## config.mk

```make
export PLATFORM = sky130hd
export DESIGN_NAME = opamp_share_arb_flat
export DESIGN_NICKNAME = d
export VERILOG_FILES = /design/src/rtl/opamp_share_arb_if.sv /design/src/rtl/opamp_share_arb.sv /design/src/flat_wrapper.sv
export SDC_FILE = /design/constraint.sdc
export NUM_CORES = 1
export LEC_CHECK = 0
export BUFFER_PORTS_ARGS = -buffer_cell sky130_fd_sc_hd__buf_2
export CAP_MARGIN = 20
export CORE_MARGIN = 5
export CORE_UTILIZATION = 50
export DETAILED_ROUTE_END_ITERATION = 10
export HOLD_SLACK_MARGIN = 0.1
export MAX_ROUTING_LAYER = met4
export PLACE_DENSITY = 0.71
export SYNTH_ARGS = -nofsm -noshare
export SYNTH_HDL_FRONTEND = slang
export SYNTH_SLANG_ARGS = --single-unit
```

## constraint.sdc

```tcl
create_clock -name clk -period 3.73 [get_ports clk]
set_clock_uncertainty 0.15 [all_clocks]
set_input_delay 0.1865 -clock clk [delete_from_list [all_inputs] [get_ports clk]]
set_output_delay 0.1865 -clock clk [all_outputs]
set_load 0.005 [all_outputs]
```

## src/rtl/opamp_share_arb_if.sv

```systemverilog
// rtl/opamp_share_arb_if.sv - request/switch/grant bundle between requesters and the opamp share arbiter
interface opamp_share_arb_if #(
  parameter int N_REQ = 4,
  parameter int CNT_W = 8
);
  logic [N_REQ-1:0] req;
  logic [CNT_W-1:0] settle_cycles;
  logic [CNT_W-1:0] hold_cycles;
  logic [N_REQ-1:0] sw_en;
  logic [N_REQ-1:0] gnt;
  logic [N_REQ-1:0] done;
  logic             amp_en;
  logic             busy;
  logic             az_en;

  // Requester side: drives requests and timing, observes switches and grants
  modport master (
    output req, settle_cycles, hold_cycles,
    input  sw_en, gnt, done, amp_en, busy, az_en
  );

  // Arbiter side
  modport slave (
    input  req, settle_cycles, hold_cycles,
    output sw_en, gnt, done, amp_en, busy, az_en
  );
endinterface

```

## src/rtl/opamp_share_arb.sv

```systemverilog
// rtl/opamp_share_arb.sv - round-robin time-sharing of one opamp with break-before-make switching (optional auto-zero: OPAMP_SHARE_AUTOZERO_EN)
module opamp_share_arb #(
  parameter int N_REQ       = 4,
  parameter int CNT_W       = 8,
  parameter int DEAD_CYCLES = 2
) (
  input  logic               clk,
  input  logic               rst,
  opamp_share_arb_if.slave   bus
);

  localparam int SEL_W = (N_REQ > 1) ? $clog2(N_REQ) : 1;
  localparam int CW    = (CNT_W > 4) ? CNT_W : 4;
  localparam logic [CW-1:0] DEAD_LAST = CW'(DEAD_CYCLES - 1);
`ifdef OPAMP_SHARE_AUTOZERO_EN
  localparam logic [CW-1:0] AZ_LAST = CW'(3);
`endif

  typedef enum logic [2:0] {
    ST_IDLE,
    ST_DEAD,
`ifdef OPAMP_SHARE_AUTOZERO_EN
    ST_AZ,
`endif
    ST_SETTLE,
    ST_GRANT
  } state_t;

  state_t           r_state;
  logic [SEL_W-1:0] r_sel;
  logic [SEL_W-1:0] r_ptr;
  logic [CW-1:0]    r_cnt;
  logic [CNT_W-1:0] r_settle;
  logic [CNT_W-1:0] r_hold;
  logic [N_REQ-1:0] r_sw_en;
  logic [N_REQ-1:0] r_gnt;
  logic [N_REQ-1:0] r_done;
  logic             r_amp_en;
  logic             r_busy;

  state_t           w_nxt_state;
  logic [SEL_W-1:0] w_nxt_sel;
  logic [SEL_W-1:0] w_nxt_ptr;
  logic [CW-1:0]    w_nxt_cnt;
  logic [N_REQ-1:0] w_nxt_done;
  logic [N_REQ-1:0] w_nxt_oh;
  logic [N_REQ-1:0] w_sel_oh;
  logic             w_ptr_found;
  logic [SEL_W-1:0] w_ptr_idx;
  logic             w_sel_found;
  logic [SEL_W-1:0] w_sel_idx;
  logic [CW-1:0]    w_settle_last;
  logic [CW-1:0]    w_hold_last;
  logic             w_hold_expired;

  // First set request bit searching upward from base+1 with wrap; base itself is checked last
  function automatic logic [SEL_W:0] rr_pick(input logic [N_REQ-1:0] req_v,
                                             input logic [SEL_W-1:0] base);
    logic             found;
    logic [SEL_W-1:0] idx;
    logic [SEL_W-1:0] pos;
    found = 1'b0;
    idx   = '0;
    for (int k = 1; k <= N_REQ; k++) begin
      pos = SEL_W'((int'(base) + k) % N_REQ);
      if (!found && req_v[pos]) begin
        found = 1'b1;
        idx   = pos;
      end
    end
    return {found, idx};
  endfunction

  // Fresh pick from the last completed grant, and a rotation pick used when a grant completes
  assign {w_ptr_found, w_ptr_idx} = rr_pick(bus.req, r_ptr);
  assign {w_sel_found, w_sel_idx} = rr_pick(bus.req, r_sel);

  assign w_sel_oh       = N_REQ'(1) << r_sel;
  assign w_nxt_oh       = N_REQ'(1) << w_nxt_sel;
  assign w_settle_last  = CW'(r_settle - 1'b1);
  assign w_hold_last    = CW'(r_hold - 1'b1);
  assign w_hold_expired = (r_hold != '0) && (r_cnt == w_hold_last);

  // Next-state, selection, pointer, counter and completion pulse
  always_comb begin
    w_nxt_state = r_state;
    w_nxt_sel   = r_sel;
    w_nxt_ptr   = r_ptr;
    w_nxt_cnt   = r_cnt;
    w_nxt_done  = '0;
    case (r_state)
      ST_IDLE: begin
        if (w_ptr_found) begin
          w_nxt_state = ST_DEAD;
          w_nxt_sel   = w_ptr_idx;
          w_nxt_cnt   = '0;
        end
      end
      ST_DEAD: begin
        if (!bus.req[r_sel]) begin
          w_nxt_state = w_ptr_found ? ST_DEAD : ST_IDLE;
          w_nxt_sel   = w_ptr_found ? w_ptr_idx : r_sel;
          w_nxt_cnt   = '0;
        end else if (r_cnt == DEAD_LAST) begin
`ifdef OPAMP_SHARE_AUTOZERO_EN
          w_nxt_state = ST_AZ;
`else
          w_nxt_state = ST_SETTLE;
`endif
          w_nxt_cnt   = '0;
        end else begin
          w_nxt_cnt = r_cnt + 1'b1;
        end
      end
`ifdef OPAMP_SHARE_AUTOZERO_EN
      ST_AZ: begin
        if (!bus.req[r_sel]) begin
          w_nxt_state = w_ptr_found ? ST_DEAD : ST_IDLE;
          w_nxt_sel   = w_ptr_found ? w_ptr_idx : r_sel;
          w_nxt_cnt   = '0;
        end else if (r_cnt == AZ_LAST) begin
          w_nxt_state = ST_SETTLE;
          w_nxt_cnt   = '0;
        end else begin
          w_nxt_cnt = r_cnt + 1'b1;
        end
      end
`endif
      ST_SETTLE: begin
        if (!bus.req[r_sel]) begin
          w_nxt_state = w_ptr_found ? ST_DEAD : ST_IDLE;
          w_nxt_sel   = w_ptr_found ? w_ptr_idx : r_sel;
          w_nxt_cnt   = '0;
        end else if (r_cnt == w_settle_last) begin
          w_nxt_state = ST_GRANT;
          w_nxt_cnt   = '0;
        end else begin
          w_nxt_cnt = r_cnt + 1'b1;
        end
      end
      ST_GRANT: begin
        if (!bus.req[r_sel] || w_hold_expired) begin
          w_nxt_done  = w_sel_oh;
          w_nxt_ptr   = r_sel;
          w_nxt_state = w_sel_found ? ST_DEAD : ST_IDLE;
          w_nxt_sel   = w_sel_found ? w_sel_idx : r_sel;
          w_nxt_cnt   = '0;
        end else begin
          w_nxt_cnt = r_cnt + 1'b1;
        end
      end
      default: begin
        w_nxt_state = ST_IDLE;
        w_nxt_cnt   = '0;
      end
    endcase
  end

  // State, counters and captured timing; timing is latched only on SETTLE entry
  always_ff @(posedge clk or posedge rst) begin
    if (rst) begin
      r_state  <= ST_IDLE;
      r_sel    <= '0;
      r_ptr    <= SEL_W'(N_REQ - 1);
      r_cnt    <= '0;
      r_settle <= '0;
      r_hold   <= '0;
    end else begin
      r_state <= w_nxt_state;
      r_sel   <= w_nxt_sel;
      r_ptr   <= w_nxt_ptr;
      r_cnt   <= w_nxt_cnt;
      if (r_state != ST_SETTLE && w_nxt_state == ST_SETTLE) begin
        r_settle <= (bus.settle_cycles == '0) ? CNT_W'(1) : bus.settle_cycles;
        r_hold   <= bus.hold_cycles;
      end
    end
  end

  // Outputs registered from the next state so they align with the state they describe
  always_ff @(posedge clk or posedge rst) begin
    if (rst) begin
      r_sw_en  <= '0;
      r_gnt    <= '0;
      r_done   <= '0;
      r_amp_en <= 1'b0;
      r_busy   <= 1'b0;
    end else begin
      r_sw_en  <= (w_nxt_state == ST_SETTLE || w_nxt_state == ST_GRANT) ? w_nxt_oh : '0;
      r_gnt    <= (w_nxt_state == ST_GRANT) ? w_nxt_oh : '0;
      r_done   <= w_nxt_done;
      r_amp_en <= (w_nxt_state != ST_IDLE);
      r_busy   <= (w_nxt_state != ST_IDLE);
    end
  end

`ifdef OPAMP_SHARE_AUTOZERO_EN
  logic r_az_en;

  // Auto-zero switch closed only while in AZ
  always_ff @(posedge clk or posedge rst) begin
    if (rst) r_az_en <= 1'b0;
    else     r_az_en <= (w_nxt_state == ST_AZ);
  end

  assign bus.az_en = r_az_en;
`else
  assign bus.az_en = 1'b0;
`endif

  assign bus.sw_en  = r_sw_en;
  assign bus.gnt    = r_gnt;
  assign bus.done   = r_done;
  assign bus.amp_en = r_amp_en;
  assign bus.busy   = r_busy;

endmodule
```

## src/flat_wrapper.sv

```systemverilog
// flat-port wrapper written by rule: the top's interface ports become plain ports
module opamp_share_arb_flat 
#(
  parameter int N_REQ       = 4,
  parameter int CNT_W       = 8,
  parameter int DEAD_CYCLES = 2
)
  (clk, rst, bus_req, bus_settle_cycles, bus_hold_cycles, bus_sw_en, bus_gnt, bus_done, bus_amp_en, bus_busy, bus_az_en);
  opamp_share_arb_if #(.N_REQ(N_REQ), .CNT_W(CNT_W)) bus_i ();
  input  logic clk;
  input  logic rst;
  input wire logic [$bits(bus_i.req)-1:0] bus_req;
  input wire logic [$bits(bus_i.settle_cycles)-1:0] bus_settle_cycles;
  input wire logic [$bits(bus_i.hold_cycles)-1:0] bus_hold_cycles;
  output wire logic [$bits(bus_i.sw_en)-1:0] bus_sw_en;
  output wire logic [$bits(bus_i.gnt)-1:0] bus_gnt;
  output wire logic [$bits(bus_i.done)-1:0] bus_done;
  output wire logic [$bits(bus_i.amp_en)-1:0] bus_amp_en;
  output wire logic [$bits(bus_i.busy)-1:0] bus_busy;
  output wire logic [$bits(bus_i.az_en)-1:0] bus_az_en;
  assign bus_i.req = bus_req;
  assign bus_i.settle_cycles = bus_settle_cycles;
  assign bus_i.hold_cycles = bus_hold_cycles;
  assign bus_sw_en = bus_i.sw_en;
  assign bus_gnt = bus_i.gnt;
  assign bus_done = bus_i.done;
  assign bus_amp_en = bus_i.amp_en;
  assign bus_busy = bus_i.busy;
  assign bus_az_en = bus_i.az_en;
  opamp_share_arb #(.N_REQ(N_REQ), .CNT_W(CNT_W), .DEAD_CYCLES(DEAD_CYCLES)) u_core (.clk(clk), .rst(rst), .bus(bus_i));
endmodule
```

==> summary.md <==
- inv_1, ha_1, nor2b_1, a41oi_1, a32oi_1, a31oi_1, or3_1, a311o_1, and3_1 — cell chain of the critical path
- 37 — top-level I/O count
- 5.777 — vias per cell
- 0 ns — setup TNS
- 513.3 mW/mm² — Pwr Density
- 0.7677 ns — post-placement setup slack
- clkbuf_8 — cell chosen for the clock root
- 0 — count of yosys warnings during synthesis
- 45 — maximum number of pins on one net before global-route repair
- 0 — setup bufs post-CTS
- 86.08 µm — horizontal extent of the die
- 0 — endpoints failing hold
- done — clock tree from TritonCTS
- 6636 µm — final wirelength
- register — CP Launch Type
- 294 — number of cells produced by synthesis
- met2 — most heavily used metal layer in global routing
- 9 — Max Fanout on Critical Path
- 51.92% — initial core utilization
- 503 — fillers
- 0 — Max Cap Violations
- 0 — number of antenna violations at the first check in global routing
- 0.9221 — RD Place Congestion
- 27 — number of placement rows
- 44 — total number of clock tree sinks
- 0.48 ns — Max stage delay on crit path
- 0 — antenna-violating nets left
- 63.85% — normalized max-slew margin
- 370 — net count of the finished layout
- 0 — Setup violations, final
- 0.002894 mm² — combined area of all synthesized cells
- 2 — maximum number of buffers from clock root to sink
- 0 — count of cells resized by post-cts repair
- 86.08 µm — Die Span Y
- dfrtp_1 — flip-flop cell with the highest count after synthesis
- 4589 µm — half-perimeter wire length after placement
- primary input to register — worst hold path class
- 2388 — number of global-route vias before repair
- 35 — number of buffers inserted by port buffering
- 38.13% — proportion of synthesized chip area in sequential cells
- finished clean — outcome
- 3.08 ns — Arr. time, crit path
- dfrtp_1 — cell type contributing the most total cell area after synthesis
- 30.76% — GR Layer Usage met2
- 99 — number of DRC violations after detailed-routing iteration 0
- 0 — count of pins over their slew limit
- 330.0 MHz — maximum frequency from static timing analysis
- register to register — start-to-end type of the worst setup path
- 0.70 ns — r2r setup slk
- 100.0% — async set or reset register ratio after synthesis
- 1.553 nW — leakage dissipation
- 16.13% — signed area change from the synthesized netlist to the final layout
- a311o_1 — slowest CP cell
- 0.2391 mV — worst-case vdd ir drop
- 0.09 ns — Reg clk slew, reported paths
- 9.844 µm² — Synth Area per Inst
- register — endpoint kind of the worst setup timing path
- 0.2427 ns — worst hold slack across all endpoints
- 0.5422 ns — Worst-Margin Slew
- 0 — number of DRC violations after detailed routing
- 16.07 µm — Routed wire per std cell
- dfrtp_1 (36%), mux2_2 (4.3%), ha_1 (3.5%) — dominant cells by area after synthesis
- 21.99% — share of post-route cells with drive strength above 1
- 68 — post-synthesis cell type count
- 0.6995 ns — minimum setup slack in the final design
- 0.30 ns — Clock Latency Late Sink
- 413 — post-route non-filler standard cell count
- 2 — htree depth
- 0.005574 mm² — Placeable Area
- 44 — synthesis-stage register bit count
- 24.59% — fraction of met1 tracks used by global routing
- 0.007410 mm² — die area
- 3.939% — met3 layer usage reported by global route
- 5 — TritonCTS buffer count
- 4 — First-pass DRT Iterations
- 3.030 ns — Period minus WS final
- 0 — Remaining Overflow, GRT
- 11220 µm — wire length of the first global-routing pass
- 3.78 ns — Worst Path Required
- 1 — WP buf/inv
- 0 — number of synthesized flops with an enable pin
- 0 — Diodes inserted
- 81.25% — Period Utilization, post-route
- 388 — count of placed standard cells including taps
- 1.725 mW — Power, Total
- 36.32% — proportion of netlist area held by the largest area contributor
- compound AO/OA/AOI/OAI gates — family with the most delay on the worst path
- no — unrepaired setup endpoints after global routing
- 2386 — via count
- 19.44% — Tot GR Track Use
==> final timing paths <==
path | start | to | cells after the start
max | u_core.r_hold[0] | u_core.bus.sw_en[3] | 9
min | bus_req[1] | u_core.bus.amp_en | 3
max reg2reg | u_core.r_hold[0] | u_core.bus.sw_en[3] | 9
min reg2reg | u_core.r_hold[1] | u_core.r_hold[1] | 1
max in group asynchronous | rst | u_core.r_hold[4] | 4
min in group asynchronous | rst | u_core.r_settle[0] | 4
==> repair_timing <==
| action | in CTS | in global routing |
|---|---|---|
| endpoints found under the setup margin | 0 | 0 |
| hold buffers | 17 | 0 |
| hold endpoints to repair | 58 | 0 |
==> power breakdown <==
part	internal, mW	switching [mW]	total, mW
sequential	0.551	0.117	0.668
clock	0.202	0.180	0.382
combinational	0.340	0.335	0.676
==> registers in the layout, summed over array words and instances, names as in the netlist <==
register           cells
u_core.r_sel           2
u_core.r_hold          8
u_core.bus.sw_en       4
u_core.r_settle        8
u_core.r_state         3
u_core.r_ptr           2
u_core.bus.gnt         4
u_core.r_cnt           8
u_core.bus.amp_en      1
u_core.bus.done        4
==> final cells by class <==
class / count / area [µm²] / area share (%)
Inverter: 17 / 63.81 / 1.899
Tap cell: 72 / 90.09 / 2.681
Clock buffer: 5 / 68.82 / 2.048
Clock inverter: 3 / 46.29 / 1.378
Multi-Input combinational cell: 215 / 1605 / 47.77
Sequential cell: 44 / 1104 / 32.84
Timing Repair Buffer: 57 / 382.9 / 11.39
==> metrics by stage <==
stage                     utilization (%)  instance area [µm²]
after floorplan                         -                 2898
after global placement              55.17                 3075
after detailed placement            55.17                 3075
after CTS                           60.29                 3361
after global routing                60.29                 3361
final                               60.29                 3361
==> cell usage after synthesis, drive strengths merged (2+ instances only) <==
master	n
a211oi	2
a21boi	3
a21o	6
a21oi	13
a221oi	2
a31oi	3
a32oi	2
and2	4
and3	3
buf	15
clkbuf	4
dfrtp	42
dfstp	2
ha	8
inv	17
mux2	19
mux2i	3
mux4	2
nand2	18
nand2b	7
nand3	12
nand3b	2
nor2	12
nor3	10
nor3b	5
nor4	9
o21ai	16
o22ai	5
or3	3
or4	3
xnor2	12
xor2	9
==> metal layers <==
metal | wire length, µm | up-vias
met5 | 0 | -
met4 | 134 | 0
met3 | 362 | 16
met2 | 3168 | 92
met1 | 2971 | 1131
li1 | - | 1147
==> cell families (layout without fill, tap and decap cells) <==
logic type / count (synthesis) / in the layout / synth area share [%]
simple gates: 94 / 94 / 19.02
xor+xnor: 22 / 22 / 7.393
fa+ha+maj: 8 / 8 / 3.459
flops: 44 / 44 / 38.13
mux: 24 / 24 / 9.987
compound gates: 65 / 65 / 15.35
buf+inv: 36 / 82 / 6.528
other cells: 1 / 2 / 0.1296
==> cells in the final DEF, fill, tap and decap left out, types with 9 or more instances in the layout <==
master,instances
nand2_1,18
nor2_1,12
dfrtp_1,42
a21oi_1,13
dlygate4sd3_1,17
mux2_2,11
inv_1,15
buf_2,35
xnor2_1,11
xor2_1,9
o21ai_0,11
nand3_1,11
==> worst register-to-register path: stages, from the launching register on <==
cell and delay, ns:
dfrtp_1 0.43, inv_1 0.07, ha_1 0.22, nor2b_1 0.32, a41oi_1 0.15, a32oi_1 0.29
a31oi_1 0.21, or3_1 0.39, a311o_1 0.48, and3_1 0.23
(Power assumes the default switching activity.)
